<file path="config.mk">
export PLATFORM = sky130hd
export DESIGN_NAME = ar_read_arbiter
export DESIGN_NICKNAME = d
export VERILOG_FILES = /design/src/rtl/ar_read_arbiter_pkg.sv /design/src/rtl/ar_read_arbiter_outstanding_counter.sv /design/src/rtl/ar_read_arbiter.sv
export SDC_FILE = /design/constraint.sdc
export NUM_CORES = 1
export LEC_CHECK = 0
export CAP_MARGIN = 20
export CORE_AREA = 2 2 105 107
export DETAILED_ROUTE_END_ITERATION = 10
export DIE_AREA = 0 0 107 109
export GPL_TIMING_DRIVEN = 0
export PLACE_DENSITY = 0.72
export SYNTH_ARGS = -nofsm -noshare
export SYNTH_HDL_FRONTEND = slang
export SYNTH_SLANG_ARGS = --single-unit
</file>
<file path="constraint.sdc">
create_clock -name ACLK -period 2.5 [get_ports ACLK]
set_input_delay 0.25 -clock ACLK [delete_from_list [all_inputs] [get_ports ACLK]]
set_output_delay 0.25 -clock ACLK [all_outputs]
set_load 0.005 [all_outputs]
</file>
<file path="src/rtl/ar_read_arbiter_pkg.sv">
// Shared definitions for the two-master AR/R read arbiter: FSM states,
// AR bundle field offsets and the width helper for the widened-ID bundle.
package arb_pkg;

    typedef enum logic [1:0] {
        ST_IDLE   = 2'd0,
        ST_GRANT0 = 2'd1,
        ST_GRANT1 = 2'd2
    } arb_state_e;

    // Field offsets inside a master AR bundle; the ID sits above bit 48.
    localparam int AR_ID_LSB    = 49;
    localparam int AR_ADDR_MSB  = 48;
    localparam int AR_ADDR_LSB  = 17;
    localparam int AR_LEN_MSB   = 16;
    localparam int AR_LEN_LSB   = 13;
    localparam int AR_SIZE_MSB  = 12;
    localparam int AR_SIZE_LSB  = 11;
    localparam int AR_BURST_MSB = 10;
    localparam int AR_BURST_LSB = 9;
    localparam int AR_LOCK_MSB  = 8;
    localparam int AR_LOCK_LSB  = 7;
    localparam int AR_CACHE_MSB = 6;
    localparam int AR_CACHE_LSB = 3;
    localparam int AR_PROT_MSB  = 2;
    localparam int AR_PROT_LSB  = 0;

    function automatic int m_ar_width(input int tagbits);
        return AR_ID_LSB + tagbits;
    endfunction

    function automatic int s_ar_width(input int tagbits);
        return AR_ID_LSB + tagbits + 1;
    endfunction

endpackage

</file>
<file path="src/rtl/ar_read_arbiter_outstanding_counter.sv">
// Saturating per-master count of open read bursts; reports whether another
// burst may be issued without exceeding MaxOutstanding.
module outstanding_counter #(
    parameter int MaxOutstanding = 2
) (
    input  logic clk_i,
    input  logic rst_ni,
    input  logic inc_i,
    input  logic dec_i,
    output logic below_limit_o
);

    localparam int CW = $clog2(MaxOutstanding + 1);
    localparam logic [CW-1:0] LIMIT = CW'(MaxOutstanding);

    logic [CW-1:0] cnt_q;
    logic [CW-1:0] cnt_d;

    // Next count: simultaneous inc/dec cancel, decrement floors at zero.
    always_comb begin
        cnt_d = cnt_q;
        if (inc_i && !dec_i) begin
            cnt_d = cnt_q + CW'(1);
        end else if (dec_i && !inc_i) begin
            cnt_d = (cnt_q == '0) ? '0 : (cnt_q - CW'(1));
        end else begin
            cnt_d = cnt_q;
        end
    end

    // Count register.
    always_ff @(posedge clk_i or negedge rst_ni) begin
        if (!rst_ni) begin
            cnt_q <= '0;
        end else begin
            cnt_q <= cnt_d;
        end
    end

    assign below_limit_o = (cnt_q < LIMIT);

endmodule

</file>
<file path="src/rtl/ar_read_arbiter.sv">
// Two-master / one-slave read arbiter: round-robin AR grant with ID tagging,
// combinational R routing by RID MSB. Define ARB_FIXED_PRIORITY_EN for fixed M0 priority.
module ar_read_arbiter
    import arb_pkg::*;
#(
    parameter int BusWidth       = 32,
    parameter int tagbits        = 1,
    parameter int MaxOutstanding = 2
) (
    input  logic                              ACLK,
    input  logic                              ARESETn,
    input  logic                              M0_ARVALID,
    output logic                              M0_ARREADY,
    input  logic [m_ar_width(tagbits)-1:0]    M0_AR,
    input  logic                              M1_ARVALID,
    output logic                              M1_ARREADY,
    input  logic [m_ar_width(tagbits)-1:0]    M1_AR,
    output logic                              S_ARVALID,
    input  logic                              S_ARREADY,
    output logic [s_ar_width(tagbits)-1:0]    S_AR,
    input  logic [tagbits:0]                  S_RID,
    input  logic [BusWidth-1:0]               S_RDATA,
    input  logic [1:0]                        S_RRESP,
    input  logic                              S_RLAST,
    input  logic                              S_RVALID,
    output logic                              S_RREADY,
    output logic [tagbits-1:0]                M0_RID,
    output logic [BusWidth-1:0]               M0_RDATA,
    output logic [1:0]                        M0_RRESP,
    output logic                              M0_RLAST,
    output logic                              M0_RVALID,
    input  logic                              M0_RREADY,
    output logic [tagbits-1:0]                M1_RID,
    output logic [BusWidth-1:0]               M1_RDATA,
    output logic [1:0]                        M1_RRESP,
    output logic                              M1_RLAST,
    output logic                              M1_RVALID,
    input  logic                              M1_RREADY
);

    localparam int MW = m_ar_width(tagbits);

    arb_state_e state_q, state_d;
    logic       last_grant_q, last_grant_d;
    logic       inc0_s, inc1_s, dec0_s, dec1_s;
    logic       room0_s, room1_s, elig0_s, elig1_s;
    logic       r_dst_s;
    logic [MW-1:0] ar_sel_s;

    outstanding_counter #(.MaxOutstanding(MaxOutstanding)) u_cnt0 (
        .clk_i(ACLK), .rst_ni(ARESETn), .inc_i(inc0_s), .dec_i(dec0_s), .below_limit_o(room0_s)
    );

    outstanding_counter #(.MaxOutstanding(MaxOutstanding)) u_cnt1 (
        .clk_i(ACLK), .rst_ni(ARESETn), .inc_i(inc1_s), .dec_i(dec1_s), .below_limit_o(room1_s)
    );

    assign elig0_s = M0_ARVALID && room0_s;
    assign elig1_s = M1_ARVALID && room1_s;

    // Grant FSM: pick a master in IDLE, hold the grant until the slave accepts.
    always_comb begin
        state_d      = state_q;
        last_grant_d = last_grant_q;
        S_ARVALID    = 1'b0;
        M0_ARREADY   = 1'b0;
        M1_ARREADY   = 1'b0;
        inc0_s       = 1'b0;
        inc1_s       = 1'b0;
        case (state_q)
            ST_IDLE: begin
                if (elig0_s && elig1_s) begin
`ifdef ARB_FIXED_PRIORITY_EN
                    state_d = ST_GRANT0;
`else
                    state_d = last_grant_q ? ST_GRANT0 : ST_GRANT1;
`endif
                end else if (elig0_s) begin
                    state_d = ST_GRANT0;
                end else if (elig1_s) begin
                    state_d = ST_GRANT1;
                end else begin
                    state_d = ST_IDLE;
                end
            end
            ST_GRANT0: begin
                S_ARVALID  = 1'b1;
                M0_ARREADY = S_ARREADY;
                if (S_ARREADY) begin
                    last_grant_d = 1'b0;
                    inc0_s       = 1'b1;
                    state_d      = ST_IDLE;
                end else begin
                    state_d = ST_GRANT0;
                end
            end
            ST_GRANT1: begin
                S_ARVALID  = 1'b1;
                M1_ARREADY = S_ARREADY;
                if (S_ARREADY) begin
                    last_grant_d = 1'b1;
                    inc1_s       = 1'b1;
                    state_d      = ST_IDLE;
                end else begin
                    state_d = ST_GRANT1;
                end
            end
            default: begin
                state_d = ST_IDLE;
            end
        endcase
    end

    // State and round-robin pointer; last_grant resets to 1 so M0 wins the first tie.
    always_ff @(posedge ACLK or negedge ARESETn) begin
        if (!ARESETn) begin
            state_q      <= ST_IDLE;
            last_grant_q <= 1'b1;
        end else begin
            state_q      <= state_d;
            last_grant_q <= last_grant_d;
        end
    end

    // Forwarded bundle: grant index prepended to the master's own ID.
    always_comb begin
        ar_sel_s = M0_AR;
        if (state_q == ST_GRANT1) begin
            ar_sel_s = M1_AR;
        end else begin
            ar_sel_s = M0_AR;
        end
    end

    assign S_AR = {(state_q == ST_GRANT1), ar_sel_s};

    assign r_dst_s   = S_RID[tagbits];
    assign S_RREADY  = r_dst_s ? M1_RREADY : M0_RREADY;
    assign M0_RVALID = S_RVALID && !r_dst_s;
    assign M1_RVALID = S_RVALID && r_dst_s;
    assign M0_RID    = S_RID[tagbits-1:0];
    assign M1_RID    = S_RID[tagbits-1:0];
    assign M0_RDATA  = S_RDATA;
    assign M1_RDATA  = S_RDATA;
    assign M0_RRESP  = S_RRESP;
    assign M1_RRESP  = S_RRESP;
    assign M0_RLAST  = S_RLAST;
    assign M1_RLAST  = S_RLAST;

    assign dec0_s = S_RVALID && S_RREADY && S_RLAST && !r_dst_s;
    assign dec1_s = S_RVALID && S_RREADY && S_RLAST && r_dst_s;

endmodule
</file>
Yosys cells after proc, flatten, opt, wreduce, memory -nomap -nowiden --
Index checks and enable logic that the tools add are counted.
Storage, ports and cells: input bits 145, flip-flop bits (word level) 7, word-level logic and storage cells 64, output and inout bits 129
Operators by class: magnitude comparators 2, multiplexer cells 24, equal/unequal tests 4, reductions and logical operators 26, add/subtract/negate cells 4
Operators with widths (count):
- $mux W50 | 1
- $mux W2 | 11
- $logic_and A1 B1 Y1 | 13
- $mux W1 | 10
- $logic_not A2 Y1 | 3
- $pmux W2 S3 | 1
- $reduce_bool A2 Y1 | 3
- $logic_not A1 Y1 | 5
- $add A2 B1 Y2 const B | 2
- $lt A2 B2 Y1 const B | 2
- $ne A2 B2 Y1 const B | 2
- $sub A2 B1 Y2 const B | 2
- $reduce_and A3 Y1 | 1
- $eq A2 B1 Y1 const B | 1
- $eq A2 B2 Y1 const B | 1
- $pmux W1 S2 | 1
- $reduce_or A2 Y1 | 1

Logic depth before layout (Yosys ltp) --
Gate-level depths: netlist (run 1).
depth after elaboration 7, mapped depth 7, depth with buffers taken out 7

Hierarchy --
A second synthesis (run 1) with hierarchy kept.
Unflattened totals: cells, all modules 189, area total of the unflattened synthesis 1951.9 um^2
Modules (own cells, without submodules):
- ar_read_arbiter | seq. area each 76.3 um^2, cells each 157, times used 1, area an instance 1654.1 um^2
- outstanding_counter | seq. area each 50.0 um^2, cells each 16, times used 2, area an instance 148.9 um^2

Worst setup path before layout (run 1) --
Ideal clock, no wire load.
path type register to register, start point register state_q[0], end point register u_cnt1.cnt_q[0], clock period less this slack 1.765 ns, path slack 0.735 ns, stages on the path, launching flop included 7, arrival 1.639 ns, data required time 2.374 ns, cells stage by stage dfrtp_1 > inv_1 > ha_1 > buf_6 > and2_2 > ha_1 > a221o_1
Between the ends: cells in the longest elaborated chain, start to end 5, elaborated cells between the ends (all ways) 7, classes of those cells eq/ne: 1; mux: 2; reduce/logical: 4
RTL lines:
- start, declared | line ar_read_arbiter.sv:43 | arb_state_e state_q, state_d;
- start signal, assigned | line ar_read_arbiter.sv:120 | state_q <= state_d;
- $eq A2 B2 Y1 * | line ar_read_arbiter.sv:70 | case (state_q)
- $mux W1 * | line ar_read_arbiter.sv:70
- $logic_not A1 Y1 | line ar_read_arbiter_outstanding_counter.sv:24 | end else if (dec_i && !inc_i) begin
- $logic_and A1 B1 Y1 | line ar_read_arbiter_outstanding_counter.sv:24
- $reduce_bool A2 Y1 (no line)
- end signal, assigned | line ar_read_arbiter_outstanding_counter.sv:36 | cnt_q <= cnt_d;
- end, declared | line ar_read_arbiter_outstanding_counter.sv:16 | logic [CW-1:0] cnt_q;
Every way passes the cells marked *; elsewhere a longest branch is shown, timed or not. A chain may end at the register's enable or synchronous reset.

Worst setup path after layout (run 1) --
start point register state_q[0], end point output port S_AR[3]
Between the ends: cells in the longest elaborated chain, start to end 2
RTL lines:
- $eq A2 B2 Y1 | line ar_read_arbiter.sv:128 | if (state_q == ST_GRANT1) begin
- $mux W50 | line ar_read_arbiter.sv:128
- end, declared | line ar_read_arbiter.sv:20 | output logic [s_ar_width(tagbits)-1:0] S_AR,
No other way between the ends.

==> metrics.csv, run 1 <==
stage,metric,value,unit
status,status,"finished, final reports clean",
pwr,Worst IR Drop VDD,453.6,µV
logic_synthesis,Post-synth ARST share,100.0,%
worst_setup_path,FF-to-FF Start,state_q[0]$_DFF_PN0_,
die,Core Region,10600,µm²
worst_setup_path,critical path capture point type,output pin,
die,initial core utilization,18.23,%
worst_setup_path,reg-to-reg critical path endpoint,u_cnt1.cnt_q[0]$_DFFE_PN0P_,
logic_synthesis,Area contributors post-synth,"mux2_4, buf_4, dfrtp_1",
clock_tree,"CTS clk-pin slew, worst paths",40,ps
timing,Pins Over Slew Limit,0,
worst_setup_path,reg2reg setup slack,620,ps
worst_setup_path,critical path required time,2250,ps
clock_tree,cts hold-fix bufs,0,
die,Die ar.,11660,µm²
worst_setup_path,critical path's slowest cell,clkdlybuf4s50_1,
drt,DRC,0,
grt,largest net degree at the start of global routing,11,
worst_setup_path,CP startpoint kind,flop,
logic_synthesis,count of cell types in the netlist,26,
place,DP Area,4491,µm²
logic_synthesis,post-synth top area share,38.06,%
clock_tree,CTS root buf,clkbuf_8,
grt,initial antenna violation count,0,
drt,vias per cell,3.630,
drt,DRT iter0 DRCs,41,
clock_tree,worst-skew pair later-pin latency,230,ps
worst_setup_path,worst setup path class,reg2out,
drt,routed wire length,7427,µm
timing,final setup vio count,0,
worst_setup_path,CP Cell Sequence,inv_1 -> ha_1 -> buf_6 -> buf_12 -> mux2_4 -> clkdlybuf4s50_1,
drt,antenna-violating nets left,0,
drt,Avg WL per Cell,13.22,µm
timing,final setup TNS,0,ps
clock_tree,Clock Path Buffers,2,
die,die height,109,µm
place,Port-buffer cells,238,
clock_tree,clock sinks,7,
finish,area grow syn2layout,134.6,%
worst_setup_path,CP max FO,10,
job,max cap viols,0,
timing,actual slew at the worst max-slew pin,305.3,ps
logic_synthesis,"Avg Cell Area, Syn",10.74,µm²
worst_setup_path,"Arr. time, crit path",2040,ps
timing,upper clock frequency limit,0.4365,GHz
grt,vias in the first global route,2061,
logic_synthesis,Post-synth EDFFs,0,
worst_setup_path,delay of the slowest critical-path stage,480,ps
grt,total track usage,10.96,%
grt,grt met3 use,2.271,%
logic_synthesis,Ys Warns,0,
worst_setup_path,R2R depth,6,
logic_synthesis,#FFs+latches synth,7,
place,GPL Wtd Cong,0.7480,
clock_tree,H-tree depth,1,
place,DP HPWL,6799,µm
drt,TritonRoute pass-1 iters,4,
logic_synthesis,Main synth FF type,dfrtp_1,
drt,via count,2040,
grt,grt peak-use layer,met2,
clock_tree,CTS tree,yes,
finish,final instance area,4536,µm²
timing,slew margin rel.,79.37,%
logic_synthesis,"Seq/Total Area, Yosys",9.126,%
clock_tree,CTS Buf Count,3,
timing,Worst Skew,1.051,ps
finish,ANT cells,0,
timing,RSZ-0062 raised after global routing,no,
grt,met1 usage,13.37,%
logic_synthesis,synthesized instance count,180,
pwr,Pwr Density,528.8,nW/µm²
die,# IOs,274,
timing,min cycle time layout,2291,ps
logic_synthesis,"top cells by count, synth","buf_4, mux2_4, ha_1",
grt,first-pass GRT wire length,10370,µm
timing,crit share post-route,91.64,%
finish,Final nets,578,
logic_synthesis,syn_nets,335,
die,row count,38,
logic_synthesis,"area leader, netlist",mux2_4,
pwr,leakage,1.967,nW
clock_tree,CTS resizes,0,
logic_synthesis,most frequent cell after synthesis,buf_4,
grt,GR Util met2,20.75,%
finish,layout cells sized above 1,31.99,%
logic_synthesis,combined area of all synthesized cells,1933,µm²
hold_path,Hold Crit Class,in2async,
clock_tree,post-CTS setup buffer count,0,
timing,final hold violations,0,
grt,global route total overflow,0,
die,chip width,107,µm
worst max-delay path: cells and delay by family (launching register included):
family | cells | cell delay, ps
adders and majority gates | 1 | 180
buffers and inverters | 4 | 930
DFF | 1 | 390
muxes | 1 | 310
state kept, by name, indices dropped and copies added (netlist names):
signal,count
state_q,2
u_cnt0.cnt_q,2
u_cnt1.cnt_q,2
last_grant_q,1
report_power, final:
| part | switching, mW | internal, mW | leakage (nW) |
|---|---|---|---|
| combinational | 0.612 | 1.40 | 1.86 |
| clock | 0.0498 | 0.110 | 0.0228 |
| sequential | 0.0549 | 0.174 | 0.0876 |
| total | 0.716 | 1.68 | 1.97 |
worst max path at each step:
stage	start	to	cells past startpoint
final	state_q[0]$_DFF_PN0_	S_AR[3]	6
after global routing	state_q[0]$_DFF_PN0_	S_AR[3]	6
after CTS	state_q[0]$_DFF_PN0_	S_AR[3]	6
after detailed placement	state_q[0]$_DFF_PN0_	S_AR[17]	6
after global placement	state_q[0]$_DFF_PN0_	S_AR[14]	6
after floorplan	state_q[0]$_DFF_PN0_	u_cnt1.cnt_q[0]$_DFFE_PN0P_	6
final cells by class:
| cell class | instances | area, µm² |
|---|---|---|
| Buffer | 79 | 659.4 |
| Clock buffer | 4 | 45.04 |
| Fill cell | 991 | 6067 |
| Inverter | 5 | 18.77 |
| Multi-Input combinational cell | 89 | 1079 |
| Sequential cell | 7 | 176.4 |
| Tap cell | 140 | 175.2 |
| Timing Repair Buffer | 238 | 2382 |
kinds of logic after synthesis:
logic type / synth area share [%]
mux: 39.22
fa+ha+maj: 6.472
compound gates: 3.172
flops: 9.126
simple gates: 6.926
buf+inv: 35.08
routing by layer:
| layer | vias to the layer above | routed length, µm |
|---|---|---|
| met5 | - | 0 |
| met4 | 0 | 21 |
| met3 | 4 | 515 |
| met2 | 98 | 4045 |
| met1 | 914 | 2844 |
| li1 | 1024 | - |
placed cells by master, fill, tap and decap left out:
master           count
buf_6                1
buf_12               5
buf_4               73
dfrtp_1              6
and2_1               2
a22o_1               2
nand4b_1             1
nand4_1              1
o31ai_1              1
clkdlybuf4s50_1    238
clkbuf_1             1
a221o_1              2
dfstp_2              1
clkbuf_8             3
o31a_1               1
mux2_4              49
nor4bb_1             2
nor2_1               4
nand2_1              2
a21o_1               1
or3b_1               1
ha_1                10
inv_1                5
and2_2               1
nor2b_1              3
nand3b_1             1
nor3b_1              2
mux2_2               2
nand2b_1             1
metrics by stage:
stage	power [mW]	instances	setup slack, ps	util (%)	hold WS [ps]
5_1_grt	2.560	562	119.9	42.78	313.5
3_5_place_dp	2.261	558	420.0	42.35	516.2
3_3_place_gp	2.234	558	430.5	42.35	509.0
4_1_cts	2.436	562	175.8	42.78	293.2
6_report	2.399	562	208.9	42.78	285.9
2_1_floorplan	1.324	180	734.6	-	-45.59
Power figures use the tool's default switching activity.
==> run 2: changes to the inputs <==
--- a/config.mk
+++ b/config.mk
@@ -6,11 +6,11 @@
 export NUM_CORES = 1
 export LEC_CHECK = 0
 export CAP_MARGIN = 20
-export CORE_AREA = 2 2 105 107
+export CORE_AREA = 5 5 103 105
 export DETAILED_ROUTE_END_ITERATION = 10
-export DIE_AREA = 0 0 107 109
+export DIE_AREA = 0 0 108 110
 export GPL_TIMING_DRIVEN = 0
-export PLACE_DENSITY = 0.72
+export PLACE_DENSITY = 0.77
 export SYNTH_ARGS = -nofsm -noshare
 export SYNTH_HDL_FRONTEND = slang
 export SYNTH_SLANG_ARGS = --single-unit
==> run 2 against run 1 <==
Effect of this change:
- power is 1.2% higher
- largest power group unchanged
- clock power hardly changed
- largest cell class unchanged
- sequential share of layout area is essentially flat
- highest routed layer unchanged
==> metrics.csv, run 2 (synthesized netlist as in run 1, its figures left out) <==
stage,metric,value,unit
clock_tree,Clock Path Buffers,2,
place,Placed Cells,551,
die,die height,110,µm
timing,final setup vio count,0,
drt,Avg WL per Cell,16.32,µm
status,status,"finished, final reports clean",
timing,min cycle time layout,2286,ps
timing,crit share post-route,91.45,%
place,Port-buffer cells,238,
place,GPL Wtd Cong,0.7347,
timing,final setup TNS,0,ps
timing,RSZ-0062 raised after global routing,no,
clock_tree,CTS root buf,clkbuf_8,
clock_tree,post-CTS setup buffer count,0,
clock_tree,clock sinks,7,
place,post-place setup slack,424.2,ps
clock_tree,CTS tree,yes,
timing,upper clock frequency limit,0.4374,GHz
pwr,leakage,1.967,nW
worst_setup_path,FF-to-FF Start,state_q[0]$_DFF_PN0_,
grt,first-pass GRT wire length,11900,µm
timing,Pins Over Slew Limit,0,
grt,total track usage,12.74,%
drt,DRC,0,
finish,layout cells sized above 1,31.99,%
drt,Met3 Routed Length,844,µm
drt,metal2 WL,4983,µm
grt,initial antenna violation count,0,
clock_tree,H-tree depth,1,
clock_tree,worst-skew pair later-pin latency,230,ps
worst_setup_path,worst setup path class,reg2out,
die,Die ar.,11880,µm²
worst_setup_path,critical path capture point type,output pin,
drt,via count,2106,
finish,Non-Filler Instances,555,
grt,vias in the first global route,2191,
timing,worst hold slack,281.7,ps
worst_setup_path,"Arr. time, crit path",2040,ps
hold_path,Hold Crit Class,in2async,
finish,final instance area,4527,µm²
finish,Final nets,578,
finish,"most common cell after layout, fill and taps aside",clkdlybuf4s50_1,
place,DP Area,4482,µm²
grt,global route total overflow,0,
place,DP HPWL,8279,µm
worst_setup_path,CP Launch Point,state_q[0]$_DFF_PN0_,
pwr,Worst IR Drop VDD,408.0,µV
worst_setup_path,critical path required time,2250,ps
worst_setup_path,CP max FO,10,
timing,slew margin rel.,78.61,%
timing,actual slew at the worst max-slew pin,319.9,ps
finish,most frequent cells in the layout,"clkdlybuf4s50_1, buf_4, mux2_4, ha_1, dfrtp_1",
drt,DRT iter0 DRCs,48,
clock_tree,CTS Buf Count,3,
die,# IOs,274,
die,chip width,108,µm
grt,largest net degree at the start of global routing,11,
die,Core Region,9549,µm²
die,initial core utilization,20.24,%
pwr,Pwr Density,536.3,nW/µm²
worst_setup_path,CP startpoint kind,flop,
timing,final hold violations,0,
clock_tree,"CTS clk-pin slew, worst paths",40,ps
die,row count,36,
drt,antenna-violating nets left,0,
job,max cap viols,0,
timing,worst setup margin,213.7,ps
drt,TritonRoute pass-1 iters,4,
clock_tree,CTS resizes,0,
finish,ANT cells,0,
finish,largest registers,"state_q: 2 flops, u_cnt0.cnt_q: 2 flops, u_cnt1.cnt_q: 2 flops",
clock_tree,cts hold-fix bufs,0,
drt,vias per cell,3.795,
drt,Post-Route M1 WL,3160,µm
timing,Worst Skew,3.309,ps
drt,top sig layer,met4,
finish,area grow syn2layout,134.2,%
drt,routed wire length,9056,µm
## run 2: cell counts in the layout (fill, tap and decap cells not counted)
No cell type changed its count.
## run 2: cell type report
| cell class | count | area (µm²) |
|---|---|---|
| fill | 887 | 5022 |
| timing repair buffer | 238 | 2382 |
| multi-input combinational | 89 | 1079 |
| buffer | 79 | 659.4 |
| sequential | 7 | 176.4 |
| tap | 133 | 166.4 |
| clock buffer | 4 | 45.04 |
| inverter | 5 | 18.77 |
## run 2: report_power, final
part	total [mW]	switching, mW	internal (mW)
Sequential	0.227	0.0536	0.174
Clock	0.161	0.0503	0.110
Combinational	2.04	0.639	1.40
Total	2.43	0.743	1.68
## run 2: metrics by stage
| stage | total power [mW] | util, % |
|---|---|---|
| after global placement | 2.261 | 46.93 |
| final | 2.428 | 47.41 |
| after floorplan | 1.324 | - |
| after CTS | 2.476 | 47.41 |
| after detailed placement | 2.300 | 46.93 |
| after global routing | 2.585 | 47.41 |
## run 2: critical path, stage by stage (launching register included)
cell             delay [ps]
dfrtp_1                 390
inv_1                    90
ha_1                    180
buf_6                   190
buf_12                  160
mux2_4                  300
clkdlybuf4s50_1         500
## run 2: routing by layer
metal  vias to the layer above  GRT usage (%)
li1                       1026              -
met1                       967          13.67
met3                         6          3.553
met4                         0          1.803
met5                         -              0
met2                       107          25.22
## run 2: path summary, 6_finish.rpt
path	cells past startpoint	end	slack (ps)
max reg2reg	6	u_cnt1.cnt_q[0]$_DFFE_PN0P_	650
min	1	u_cnt0.cnt_q[0]$_DFFE_PN0P_	280
min in group ACLK	1	last_grant_q$_DFFE_PN1P_	520
max	6	S_AR[47]	210
min reg2reg	1	last_grant_q$_DFFE_PN1P_	520
max in group asynchronous	1	last_grant_q$_DFFE_PN1P_	1930
==> run 3: changes to the inputs <==
==> constraint.sdc (replaced) <==
create_clock -name ACLK -period 2.17 [get_ports ACLK]
set_input_delay 0.217 -clock ACLK [delete_from_list [all_inputs] [get_ports ACLK]]
set_output_delay 0.217 -clock ACLK [all_outputs]
set_load 0.005 [all_outputs]
==> run 3 against run 2 <==
Effect of this change:
- power rose by 18%
- non-clock buffer count grew 14
- clock power increased by 15%
- via count rose by 2.3%
- critical path depth rose by 1
- core utilization up 0.93 points
- clock skew about the same
- worst setup slack got worse by 160 ps
- register-to-register slack worse by 460 ps
- global-route usage increased by 0.25 points
- wire length increased by 1.3%
- die area unchanged
- critical path type unchanged
==> metrics.csv, run 3 (synthesized netlist as in run 1, its figures left out) <==
stage,metric,value,unit
status,status,"finished, final reports clean",
drt,routed wire length,9176,µm
worst_setup_path,critical path's slowest cell,dfrtp_1,
pwr,leakage,2.120,nW
job,max cap viols,0,
timing,Pins Over Slew Limit,0,
worst_setup_path,reg2reg setup slack,190,ps
pwr,Pwr Density,620.6,nW/µm²
place,DP Area,4482,µm²
drt,Avg WL per Cell,16.13,µm
finish,ANT cells,0,
clock_tree,clock sinks,7,
drt,antenna-violating nets left,0,
worst_setup_path,critical path capture point type,output pin,
pwr,Worst IR Drop VDD,496.2,µV
worst_setup_path,"Arr. time, crit path",1900,ps
worst_setup_path,critical path required time,1950,ps
clock_tree,worst-skew pair later-pin latency,230,ps
drt,TritonRoute pass-1 iters,4,
worst_setup_path,worst setup path class,reg2out,
grt,largest net degree at the start of global routing,11,
timing,upper clock frequency limit,0.4727,GHz
worst_setup_path,delay of the slowest critical-path stage,410,ps
timing,final setup TNS,0,ps
clock_tree,cts hold-fix bufs,0,
finish,layout cells sized above 1,34.86,%
clock_tree,H-tree depth,1,
die,# IOs,274,
clock_tree,Clock Path Buffers,2,
finish,most frequent cells in the layout,"clkdlybuf4s50_1, buf_4, mux2_4, dlygate4sd2_1, ha_1",
die,die height,110,µm
die,initial core utilization,20.24,%
timing,Worst Skew,3.309,ps
finish,Final nets,592,
drt,via count,2154,
grt,first-pass GRT wire length,12120,µm
die,chip width,108,µm
die,row count,36,
clock_tree,CTS Buf Count,3,
finish,filler cell count,914,
place,Port-buffer cells,238,
worst_setup_path,CP startpoint kind,flop,
drt,DRT iter0 DRCs,40,
place,GPL Wtd Cong,0.7347,
timing,actual slew at the worst max-slew pin,320.0,ps
pwr,Design Power,2.865,mW
worst_setup_path,CP Launch Point,state_q[1]$_DFF_PN0_,
drt,vias per cell,3.786,
grt,global route total overflow,0,
timing,min cycle time layout,2115,ps
timing,slew margin rel.,78.60,%
worst_setup_path,R2R depth,7,
finish,area grow syn2layout,138.8,%
timing,final hold violations,0,
timing,final setup vio count,0,
finish,final instance area,4616,µm²
clock_tree,CTS tree,yes,
clock_tree,"CTS clk-pin slew, worst paths",40,ps
timing,crit share post-route,97.48,%
worst_setup_path,FF-to-FF Start,state_q[1]$_DFF_PN0_,
finish,largest registers,"state_q: 2 flops, u_cnt0.cnt_q: 2 flops, u_cnt1.cnt_q: 2 flops",
worst_setup_path,reg-to-reg critical path endpoint,u_cnt1.cnt_q[0]$_DFFE_PN0P_,
clock_tree,CTS root buf,clkbuf_8,
timing,RSZ-0062 raised after global routing,no,
drt,DRC,0,
die,Die ar.,11880,µm²
die,Core Region,9549,µm²
worst_setup_path,CP max FO,8,
grt,total track usage,12.99,%
place,DP HPWL,8279,µm
worst_setup_path,Top delay family on crit path,buffers and inverters,
grt,vias in the first global route,2244,
grt,initial antenna violation count,0,
worst_setup_path,CP Cell Sequence,ha_4 -> buf_6 -> buf_12 -> buf_12 -> buf_4 -> mux2_4 -> dlygate4sd2_1,
worst_setup_path,CP bufs+invs,5,
hold_path,Hold Crit Class,in2async,
finish,"most common cell after layout, fill and taps aside",clkdlybuf4s50_1,
worst_setup_path,cell mode on critical path,buf_12,
[run 3: cell type report]
type                       count  area, µm²  share of cell area [%]
timing repair buffer         252       2459                   53.27
multi-input combinational     89       1091                   23.64
buffer                        79      659.4                   14.29
sequential                     7      176.4                   3.822
tap                          133      166.4                   3.605
clock buffer                   4      45.04                  0.9759
inverter                       5      18.77                  0.4066
[run 3: worst reg2reg max path: cells and delay by family, from the launching register on]
kind	cells	cell delay [ps]
compound gates	1	360
fa+ha+maj	2	540
buf+inv	3	380
flops	1	410
simple gates	1	180
[run 3: repair_timing]
action / 4_1_cts / 5_1_grt
gates resized for setup: 51 / 4
buffers inserted: 12 / 1
endpoints found under the setup margin: 49 / 9
pin swaps: 0 / 0
cloned: 1 / 0
[run 3: worst max-delay path by stage]
| stage | to | depth (start not counted) |
|---|---|---|
| 3_5_place_dp | S_AR[46] | 6 |
| 3_3_place_gp | S_AR[46] | 6 |
| 4_1_cts | S_AR[46] | 8 |
| 6_report | S_AR[47] | 7 |
| 2_1_floorplan | u_cnt1.cnt_q[0]$_DFFE_PN0P_ | 6 |
| 5_1_grt | S_AR[47] | 7 |
[run 3: power by group]
group / switching (mW) / internal, mW
Sequential: 0.0645 / 0.200
Clock: 0.0579 / 0.127
Combinational: 0.770 / 1.64
Total: 0.893 / 1.97
[run 3: stage by stage]
stage | cells | hold WS (ps) | utilization [%] | setup slack, ps
floorplan | 180 | -78.59 | - | 404.6
global placement | 551 | 503.8 | 46.93 | 119.8
detailed placement | 551 | 513.3 | 46.93 | 127.2
CTS | 568 | 268.7 | 48.19 | 2.721
global route | 569 | 268.6 | 48.34 | 0.7083
finish | 569 | 248.8 | 48.34 | 54.59
[run 3: layer usage]
layer  track usage [%]  up-vias  wire length [µm]
li1                  -     1054                 -
met1             13.92      983              3206
met2             25.53      109              5021
met3             3.494        8               829
met4             2.435        0               119
met5                 0        -                 0
